<file path="config.mk">
export PLATFORM = sky130hd
export DESIGN_NAME = mmio_uart_rx
export DESIGN_NICKNAME = d
export VERILOG_FILES = /design/src/rtl/mmio_uart_rx_pkg.sv /design/src/rtl/mmio_uart_rx_fifo.sv /design/src/rtl/mmio_uart_rx.sv
export SDC_FILE = /design/constraint.sdc
export NUM_CORES = 1
export LEC_CHECK = 0
export ABC_AREA = 0
export CAP_MARGIN = 20
export CORE_MARGIN = 2
export CORE_UTILIZATION = 48
export CTS_CLUSTER_DIAMETER = 150
export DETAILED_ROUTE_END_ITERATION = 10
export GPL_ROUTABILITY_DRIVEN = 0
export PLACE_DENSITY = 0.87
export SLEW_MARGIN = 30
export SYNTH_ARGS = -nofsm -noshare
export SYNTH_HDL_FRONTEND = slang
export SYNTH_SLANG_ARGS = --single-unit
</file>
<file path="constraint.sdc">
create_clock -name clk -period 3.44 [get_ports clk]
set_input_delay 0.344 -clock clk [delete_from_list [all_inputs] [get_ports clk]]
set_output_delay 0.344 -clock clk [all_outputs]
set_load 0.01 [all_outputs]
</file>
<file path="src/rtl/mmio_uart_rx_pkg.sv">
// Shared definitions for the memory-mapped UART receiver: status bit layout
// and the deserialiser state encoding.
package mmio_uart_rx_pkg;

  localparam int unsigned STAT_RXNE = 0;
  localparam int unsigned STAT_OVR  = 1;
  localparam int unsigned STAT_FERR = 2;

  typedef enum logic [1:0] {
    RX_IDLE  = 2'd0,
    RX_START = 2'd1,
    RX_DATA  = 2'd2,
    RX_STOP  = 2'd3
  } rx_state_e;

endpackage

</file>
<file path="src/rtl/mmio_uart_rx_fifo.sv">
// Synchronous receive FIFO; a push into a full FIFO is accepted only when a
// pop frees a slot in the same cycle, otherwise it is dropped and flagged.
module uart_rx_fifo #(
  parameter int unsigned DEPTH = 4,
  parameter int unsigned WIDTH = 8
) (
  input  logic             clk,
  input  logic             rst_n,
  input  logic             push,
  input  logic             pop,
  input  logic [WIDTH-1:0] din,
  output logic [WIDTH-1:0] head,
  output logic             full,
  output logic             empty,
  output logic             overflow
);

  localparam int unsigned AW = (DEPTH > 1) ? $clog2(DEPTH) : 1;
  localparam int unsigned CW = $clog2(DEPTH + 1);

  logic [WIDTH-1:0] mem_q [DEPTH];
  logic [WIDTH-1:0] mem_d [DEPTH];
  logic [AW-1:0]    wr_ptr_q, wr_ptr_d;
  logic [AW-1:0]    rd_ptr_q, rd_ptr_d;
  logic [CW-1:0]    count_q, count_d;
  logic             do_push, do_pop;

  always_comb begin
    empty    = (count_q == '0);
    full     = (count_q == CW'(DEPTH));
    do_pop   = pop & ~empty;
    do_push  = push & (~full | do_pop);
    overflow = push & ~do_push;

    mem_d    = mem_q;
    wr_ptr_d = wr_ptr_q;
    rd_ptr_d = rd_ptr_q;
    count_d  = count_q;
    if (do_push) begin
      mem_d[wr_ptr_q] = din;
      wr_ptr_d        = wr_ptr_q + AW'(1);
    end
    if (do_pop) begin
      rd_ptr_d = rd_ptr_q + AW'(1);
    end
    case ({do_push, do_pop})
      2'b10:   count_d = count_q + CW'(1);
      2'b01:   count_d = count_q - CW'(1);
      default: count_d = count_q;
    endcase
  end

  assign head = mem_q[rd_ptr_q];

  always_ff @(posedge clk or negedge rst_n) begin
    if (!rst_n) begin
      for (int unsigned i = 0; i < DEPTH; i++) begin
        mem_q[i] <= '0;
      end
      wr_ptr_q <= '0;
      rd_ptr_q <= '0;
      count_q  <= '0;
    end else begin
      mem_q    <= mem_d;
      wr_ptr_q <= wr_ptr_d;
      rd_ptr_q <= rd_ptr_d;
      count_q  <= count_d;
    end
  end

endmodule

</file>
<file path="src/rtl/mmio_uart_rx.sv">
// Memory-mapped 8N1 UART receiver: deserialises rx into a FIFO and answers
// core loads of the data and status registers with a one-cycle acknowledge.
module mmio_uart_rx
  import mmio_uart_rx_pkg::*;
#(
  parameter int unsigned CLKS_PER_BIT = 868,
  parameter int unsigned FIFO_DEPTH   = 4,
  parameter int unsigned DATA_ADDR    = 1032,
  parameter int unsigned STAT_ADDR    = 1036
) (
  input  logic        clk,
  input  logic        rst_n,
  input  logic        rx,
  input  logic [31:0] addr,
  input  logic        mem,
  input  logic        mem_write,
  input  logic [31:0] wr_data,
  output logic [31:0] rd_data,
  output logic        read_ack
);

  localparam int unsigned CW = $clog2(CLKS_PER_BIT);
  localparam logic [CW-1:0] HALF_CNT = CW'(CLKS_PER_BIT / 2 - 1);
  localparam logic [CW-1:0] LAST_CNT = CW'(CLKS_PER_BIT - 1);

  logic          rx_meta_q, rx_meta_d;
  logic          rx_s_q, rx_s_d;
  rx_state_e     state_q, state_d;
  logic [CW-1:0] cnt_q, cnt_d;
  logic [2:0]    bit_idx_q, bit_idx_d;
  logic [7:0]    shift_q, shift_d;
  logic          stop_sample, fifo_push, ferr_set;

  logic          overrun_q, overrun_d;
  logic          frame_err_q, frame_err_d;
  logic          read_ack_q, read_ack_d;
  logic [31:0]   rd_data_q, rd_data_d;

  logic          fifo_full, fifo_empty, fifo_ovf, fifo_pop;
  logic [7:0]    fifo_head;
  logic          hit_data, hit_stat, load_req, store_stat;
  logic [31:0]   status;
  logic          unused_wr_bits;

  assign unused_wr_bits = ^{wr_data[31:3], wr_data[0], fifo_full};

  // Two-flop synchroniser; the FSM only ever looks at rx_s_q.
  always_comb begin
    rx_meta_d = rx;
    rx_s_d    = rx_meta_q;
  end

  always_ff @(posedge clk or negedge rst_n) begin
    if (!rst_n) begin
      rx_meta_q <= 1'b1;
      rx_s_q    <= 1'b1;
      state_q   <= RX_IDLE;
      cnt_q     <= '0;
      bit_idx_q <= '0;
      shift_q   <= '0;
    end else begin
      rx_meta_q <= rx_meta_d;
      rx_s_q    <= rx_s_d;
      state_q   <= state_d;
      cnt_q     <= cnt_d;
      bit_idx_q <= bit_idx_d;
      shift_q   <= shift_d;
    end
  end

  // START waits half a bit so every later full-bit wait lands mid-bit.
  always_comb begin
    state_d   = state_q;
    cnt_d     = cnt_q + CW'(1);
    bit_idx_d = bit_idx_q;
    shift_d   = shift_q;
    case (state_q)
      RX_IDLE: begin
        cnt_d = '0;
        if (!rx_s_q) state_d = RX_START;
      end
      RX_START: begin
        if (cnt_q == HALF_CNT) begin
          cnt_d     = '0;
          bit_idx_d = '0;
          state_d   = rx_s_q ? RX_IDLE : RX_DATA;
        end
      end
      RX_DATA: begin
        if (cnt_q == LAST_CNT) begin
          cnt_d     = '0;
          shift_d   = {rx_s_q, shift_q[7:1]};
          bit_idx_d = bit_idx_q + 3'd1;
          if (bit_idx_q == 3'd7) state_d = RX_STOP;
        end
      end
      RX_STOP: begin
        if (cnt_q == LAST_CNT) begin
          cnt_d   = '0;
          state_d = RX_IDLE;
        end
      end
      default: state_d = RX_IDLE;
    endcase
  end

  always_comb begin
    stop_sample = (state_q == RX_STOP) && (cnt_q == LAST_CNT);
    fifo_push   = stop_sample & rx_s_q;
    ferr_set    = stop_sample & ~rx_s_q;
  end

  uart_rx_fifo #(
    .DEPTH (FIFO_DEPTH),
    .WIDTH (8)
  ) u_fifo (
    .clk      (clk),
    .rst_n    (rst_n),
    .push     (fifo_push),
    .pop      (fifo_pop),
    .din      (shift_q),
    .head     (fifo_head),
    .full     (fifo_full),
    .empty    (fifo_empty),
    .overflow (fifo_ovf)
  );

  always_comb begin
    hit_data   = (addr == DATA_ADDR);
    hit_stat   = (addr == STAT_ADDR);
    load_req   = mem & ~mem_write & (hit_data | hit_stat) & ~read_ack_q;
    store_stat = mem & mem_write & hit_stat;
    fifo_pop   = load_req & hit_data & ~fifo_empty;

    status            = '0;
    status[STAT_RXNE] = ~fifo_empty;
    status[STAT_OVR]  = overrun_q;
    status[STAT_FERR] = frame_err_q;

    read_ack_d = load_req;
    rd_data_d  = '0;
    if (load_req) begin
      if (hit_data) rd_data_d = fifo_empty ? '0 : {24'b0, fifo_head};
      else          rd_data_d = status;
    end

    // Set events take priority over a coincident W1C clear.
    overrun_d   = fifo_ovf | (overrun_q & ~(store_stat & wr_data[STAT_OVR]));
    frame_err_d = ferr_set | (frame_err_q & ~(store_stat & wr_data[STAT_FERR]));
  end

  always_ff @(posedge clk or negedge rst_n) begin
    if (!rst_n) begin
      overrun_q   <= 1'b0;
      frame_err_q <= 1'b0;
      read_ack_q  <= 1'b0;
      rd_data_q   <= '0;
    end else begin
      overrun_q   <= overrun_d;
      frame_err_q <= frame_err_d;
      read_ack_q  <= read_ack_d;
      rd_data_q   <= rd_data_d;
    end
  end

  assign read_ack = read_ack_q;
  assign rd_data  = rd_data_q;

endmodule

</file>
==> results of run 1 <==
placed cells by master (no fill, tap or decap), drive strengths merged, types with 3 or more instances in the layout:
master and n:
a21oi 6, xnor2 7, nor4b 3, clkdlybuf4s50 46, dfrtp 73, and3 7
mux4 8, clkbuf 10, nand3 11, o21ai 3, buf 8, mux2 41
nor3b 3, ha 9, nor4 7, nand4 6, nand2 10, inv 11
o211ai 4, conb 24, xor2 6, nor2 22
cell families after synthesis:
kind of cell,after synthesis,synth area share (%)
multiplexers,49,17.5
AND/OR/NAND/NOR,82,13.0
AO/OA/AOI/OAI,22,4.86
flip-flops,75,51.1
buffers and inverters,40,6.73
adder cells (fa/ha/maj),10,3.60
other,1,0.102
XOR/XNOR,13,3.09
metal layers:
layer / up-vias / track usage (%) / wire length [um]
li1: 1118 / - / -
met1: 1167 / 22.0 / 2940
met2: 83 / 29.6 / 3440
met3: 12 / 6.39 / 510
met4: 0 / 6.44 / 141
met5: - / 0 / 0
registers in the layout (all words and copies together) (netlist names), named ones only:
name / flops
rd_data: 8
rx_s_q: 1
state_q: 1
cnt_q: 10
read_ack: 1
u_fifo.count_q: 3
bit_idx_q: 3
shift_q: 8
u_fifo.mem_q: 32
overrun_q: 1
u_fifo.wr_ptr_q: 2
u_fifo.rd_ptr_q: 2
frame_err_q: 1
rx_meta_q: 1
per-stage QoR:
stage	power (W)	setup WS, ns
after floorplan	0.000937	0.321
after global placement	0.000981	0.0264
after detailed placement	0.000983	-0.0138
after CTS	0.00176	0.343
after global routing	0.00182	0.179
final	0.00174	0.346
report_power, final:
part | internal [W] | total [W] | switching (W)
registers | 0.000883 | 0.000884 | 0.00000109
logic | 0.0000421 | 0.0000803 | 0.0000382
clock network | 0.000436 | 0.000774 | 0.000339
worst max-delay path by stage:
stage	to	startpoint	slack, ns
CTS	u_fifo.count_q[2]	addr[16]	0.34
finish	u_fifo.count_q[2]	addr[17]	0.35
global route	u_fifo.count_q[2]	addr[17]	0.18
global placement	u_fifo.count_q[2]	addr[16]	0.03
floorplan	u_fifo.count_q[2]	addr[17]	0.32
detailed placement	u_fifo.count_q[2]	addr[16]	-0.01
final cells by class:
| type | instances | area [um2] |
|---|---|---|
| flip-flops and latches | 75 | 1880 |
| clock buffers | 10 | 138 |
| inverters | 9 | 33.8 |
| well taps | 99 | 124 |
| multi-input cells | 200 | 1640 |
| fillers | 542 | 2890 |
| repair buffers | 54 | 531 |
| clock inverters | 6 | 95.1 |
==> metrics.cfg, run 1 <==
[critical_path]
path_delay_family=simple AND/OR/NAND/NOR gates
r2r-end=u_fifo.count_q[1]
path_class=in2reg
max_stage_delay_ns=0.56
critPathLaunchType=primary input
endpoint_kind=flop
path_cells=clkdlybuf4s50_1 > or4_4 > or4b_4 > nor4_4 > nand2_1 > inv_1 > ha_1 > inv_1 > fa_1 > xor2_1 > nor2_1 > xor2_1
cp.required_ns=3.71
cpMaxStageDelayCell=or4b_4
r2r_setup_slack_ns=0.62
cp_max_fo=4
cp.depth=12
path_buf_inv=3
r2r-start=cnt_q[0]
crit_arrival_ns=3.37
rr_worst_depth=10

[place]
dp_hpwl_mm=4.95
dp.cells=437
port-buffer-count=47
post_dp_cell_area_mm2=0.00421

[grt]
grtUsageTotal_pct=18.1
overflow=0
grt_pass1_vias=2372
grt_pass1_wl_mm=11.6
grt_antenna_before_repair=0
grt_max_degree=39

[timing]
period_needed_ns=3.09
fin_tns_setup_ns=0
tightest_slew_ns=0.849
grt_setup_unrepaired=no
timing.fmax_mhz=323
slew_headroom_pct=43.4
setup_viol=0
finalHoldViolCount=0
timing.final.crit_share_pct=89.9
hold_ws_ns=0.0941
clock_skew_ns=0.0133
slew_violations=0

[synthesis]
synth_edf_count=0
netlist_area_mm2=0.00368
synth_flop_cell=dfrtp_1
synth_cells=292
synthTopCellsByCount=73 x dfrtp_1, 40 x mux2_2, 24 x buf_4
synth.largest_area_cell=dfrtp_1
yosysTopAreaCellShare_pct=49.6
synth.area.top_cells=dfrtp_1 50%, mux2_2 12%, buf_4 4.9%
synth_cell_types=45
async_flop_share_pct=100
yosysSeqAreaShare_pct=51.1
yosys_warnings=0
ys_ff_latch=75
yosysMostFrequentCell=dfrtp_1
syn_area_per_cell_um2=12.6

[drt]
drt-vias-per-instance=5.25
post-route-drc-count=0
drt-total-wl_mm=7.03
detail-route-antenna-nets=0
vias=2380
wl_per_cell_um=15.5
first_pass_iters=4
drt_iter0_markers=67

[cells_and_area]
nets=428
final_cells=453
fin_util_pct=60.6
syn2layout_area_growth_pct=20.6
finish.instance_area_mm2=0.00444
antenna_cells=0
drive_above_1_share_pct=25.1

[floorplanning]
io_pins=102
rows=31
die_h_um=91.6
dieArea_mm2=0.00838
initial_core_util_pct=50.2
die_w_um=91.6
core_region_area_mm2=0.00733

[power_and_ir_drop]
p_leak_nw=2.06
ir_drop_uv=251
power_density_mw_per_mm2=392

[clock_tree]
ctsHoldBuffers=0
ctsRootBufferMaster=clkbuf_8
clock_latency_ns=0.36
clock_sinks=75
postCtsSetupBuffers=0
htree_levels=3
cts_buffers=9
cts_buffer_depth=2
cts_tree=yes
clkTransAtPathRegs_ns=0.08
post_cts_resize_count=0

[run]
max_cap_viol_count=0

[status]
status=completed

[worst_hold_path]
hold_class=in2async

(Power assumes the default switching activity.)
==> inputs of run 2 (changes only) <==
--- a/config.mk
+++ b/config.mk
@@ -8,11 +8,11 @@
 export ABC_AREA = 0
 export CAP_MARGIN = 20
 export CORE_MARGIN = 2
-export CORE_UTILIZATION = 48
+export CORE_UTILIZATION = 52
 export CTS_CLUSTER_DIAMETER = 150
 export DETAILED_ROUTE_END_ITERATION = 10
 export GPL_ROUTABILITY_DRIVEN = 0
-export PLACE_DENSITY = 0.87
+export PLACE_DENSITY = 0.93
 export SLEW_MARGIN = 30
 export SYNTH_ARGS = -nofsm -noshare
 export SYNTH_HDL_FRONTEND = slang
==> constraint.sdc (replaced) <==
create_clock -name clk -period 4 [get_ports clk]
set_input_delay 0.4 -clock clk [delete_from_list [all_inputs] [get_ports clk]]
set_output_delay 0.4 -clock clk [all_outputs]
set_load 0.01 [all_outputs]
==> run 2 against run 1 <==
Sequential share of layout area increased by 1.1 points. Critical path depth decreased by 3. Largest power group unchanged. Clock-buffer cell count increased by 2. Largest cell class unchanged. Power decreased by 21%. Clock power decreased by 30%. First-iteration DRC count increased to 3.0 times the previous value. Clock skew decreased by 0.0037 ns. Highest routed layer unchanged. Via count increased by 2.4%. Worst hold slack got worse by 0.082 ns. Sequential cell count unchanged. Worst setup slack improved by 0.32 ns.
==> metrics.cfg, run 2 (synthesis results as in run 1) <==
[floorplanning]
die_w_um=88.1  ; was 91.6 um
die_h_um=88.1  ; was 91.6 um
rows=30  ; was 31
core_region_area_mm2=0.00683  ; was 0.00733 mm2
io_pins=102  ; unchanged
dieArea_mm2=0.00777  ; was 0.00838 mm2
initial_core_util_pct=53.9  ; was 50.2%

[cells_and_area]
final_cells=444  ; was 453
largest_reg_flops=32  ; unchanged
antenna_cells=0  ; unchanged
nets=423  ; was 428
fin_util_pct=63.4  ; was 60.6%
mostFrequentLayoutCells=73 x dfrtp_1, 46 x clkdlybuf4s50_1, 40 x mux2_2  ; unchanged
layout_commonest_cell=dfrtp_1  ; unchanged
drive_above_1_share_pct=23.0  ; was 25.1%
syn2layout_area_growth_pct=17.6  ; was 20.6%
regMostFlops=u_fifo.mem_q  ; unchanged
top_regs=u_fifo.mem_q x32, cnt_q x10  ; unchanged
fillers=490  ; was 542

[drt]
first_pass_iters=4  ; unchanged
vias=2437  ; was 2380
detail-route-antenna-nets=0  ; unchanged
drt_iter0_markers=199  ; was 67
drt-vias-per-instance=5.49  ; was 5.25
wl_per_cell_um=16.9  ; was 15.5 um
post-route-drc-count=0  ; unchanged
drt-total-wl_mm=7.52  ; was 7.03 mm

[timing]
slew_headroom_pct=56.6  ; was 43.4%
timing.final.crit_share_pct=83.4
finalHoldViolCount=0  ; unchanged
tightest_slew_ns=0.651  ; was 0.849 ns
grt_setup_unrepaired=no  ; unchanged
clock_skew_ns=0.00964  ; was 0.0133 ns
slew_violations=0  ; unchanged
fin_tns_setup_ns=0  ; unchanged
period_needed_ns=3.34
hold_ws_ns=0.0122  ; was 0.0941 ns
timing.fmax_mhz=300
setup_viol=0  ; unchanged

[run]
max_cap_viol_count=0  ; unchanged

[grt]
grt_antenna_before_repair=0  ; unchanged
grtUsageTotal_pct=21.2  ; was 18.1%
grt_max_degree=53  ; was 39
grt_pass1_wl_mm=12.1  ; was 11.6 mm
grt_pass1_vias=2486  ; was 2372
overflow=0  ; unchanged

[critical_path]
crit_arrival_ns=3.61  ; was 3.37 ns
path_cells=clkdlybuf4s50_1 > or4_4 > or4b_4 > nor4_4 > o21ai_0 > ha_1 > inv_1 > fa_1 > o21ai_0  ; was clkdlybuf4s50_1 > or4_4 > or4b_4 > nor4_4 > nand2_1 > inv_1 > ha_1 > inv_1 > fa_1 > xor2_1 > nor2_1 > xor2_1
endpoint_kind=flop  ; unchanged
cp.depth=9  ; was 12
path_class=in2reg  ; unchanged
cp.required_ns=4.27  ; was 3.71 ns
cp_max_fo=7  ; was 4
path_delay_family=simple AND/OR/NAND/NOR gates  ; unchanged
rr_worst_depth=9  ; was 10
r2r_setup_slack_ns=0.79  ; was 0.62 ns
critPathLaunchType=primary input  ; unchanged
r2r-start=cnt_q[0]  ; unchanged
cpMaxStageDelayCell=or4b_4  ; unchanged
max_stage_delay_ns=0.56  ; about the same
path_buf_inv=2  ; was 3
cp_common_cell=o21ai_0
r2r-end=u_fifo.count_q[1]  ; unchanged

[clock_tree]
postCtsSetupBuffers=0  ; unchanged
cts_buffer_depth=2  ; unchanged
clock_latency_ns=0.35  ; was 0.36 ns
ctsRootBufferMaster=clkbuf_8  ; unchanged
cts_buffers=9  ; unchanged
clkTransAtPathRegs_ns=0.07  ; was 0.08 ns
post_cts_resize_count=0  ; unchanged
htree_levels=3  ; unchanged
ctsHoldBuffers=0  ; unchanged
clock_sinks=75  ; unchanged
cts_tree=yes  ; unchanged

[place]
dp_hpwl_mm=5.31  ; was 4.95 mm
dp.cells=429  ; was 437
port-buffer-count=47  ; unchanged

[power_and_ir_drop]
power_density_mw_per_mm2=316  ; was 392 mW/mm2
ir_drop_uv=179  ; was 251 uV
p_leak_nw=2.01  ; was 2.06 nW

[status]
status=completed  ; unchanged

[worst_hold_path]
hold_class=in2async  ; unchanged

run 2: changes by cell type in the layout (fill, tap and decap cells not counted), sizes merged:
cell / change
inv: -2
bufinv: -1
clkbuf: +2
buf: -5
run 2: stage by stage:
| step | power, W | setup WS, ns | cell area [um2] |
|---|---|---|---|
| floorplan | 0.000806 | 0.825 | 3770 |
| global placement | 0.000841 | 0.364 | 4150 |
| detailed placement | 0.000843 | 0.295 | 4150 |
| CTS | 0.00137 | 0.649 | 4330 |
| global route | 0.00142 | 0.445 | 4330 |
| finish | 0.00137 | 0.662 | 4330 |
run 2: worst max-delay path by stage:
stage / start / to / slack, ns
global placement: addr[16] / u_fifo.count_q[2] / 0.36
CTS: addr[16] / u_fifo.count_q[1] / 0.65
finish: addr[16] / u_fifo.count_q[1] / 0.66
detailed placement: addr[16] / u_fifo.count_q[1] / 0.29
floorplan: addr[17] / u_fifo.count_q[2] / 0.83
global route: cnt_q[0] / u_fifo.count_q[1] / 0.45
run 2: area by class of cell:
class | count | area (um2) | area share, %
Tap cell | 96 | 120 | 2.78
Multi-Input combinational cell | 200 | 1640 | 37.9
Clock inverter | 3 | 40.0 | 0.925
Clock buffer | 12 | 135 | 3.12
Timing Repair Buffer | 49 | 480 | 11.1
Sequential cell | 75 | 1880 | 43.4
Inverter | 9 | 33.8 | 0.781
run 2: metal layers:
metal / global-route usage, % / share of wire [%] / wire, um
met5: 0 / 0 / 0
met4: 10.5 / 3.0 / 223
met3: 5.00 / 7.7 / 581
met2: 36.8 / 51 / 3850
met1: 24.6 / 38 / 2870
run 2: power breakdown:
part | leakage, nW | switching (W) | internal, W
sequential | 1.02 | 0.000000780 | 0.000760
combinational | 0.894 | 0.0000321 | 0.0000345
clock | 0.0902 | 0.000257 | 0.000283
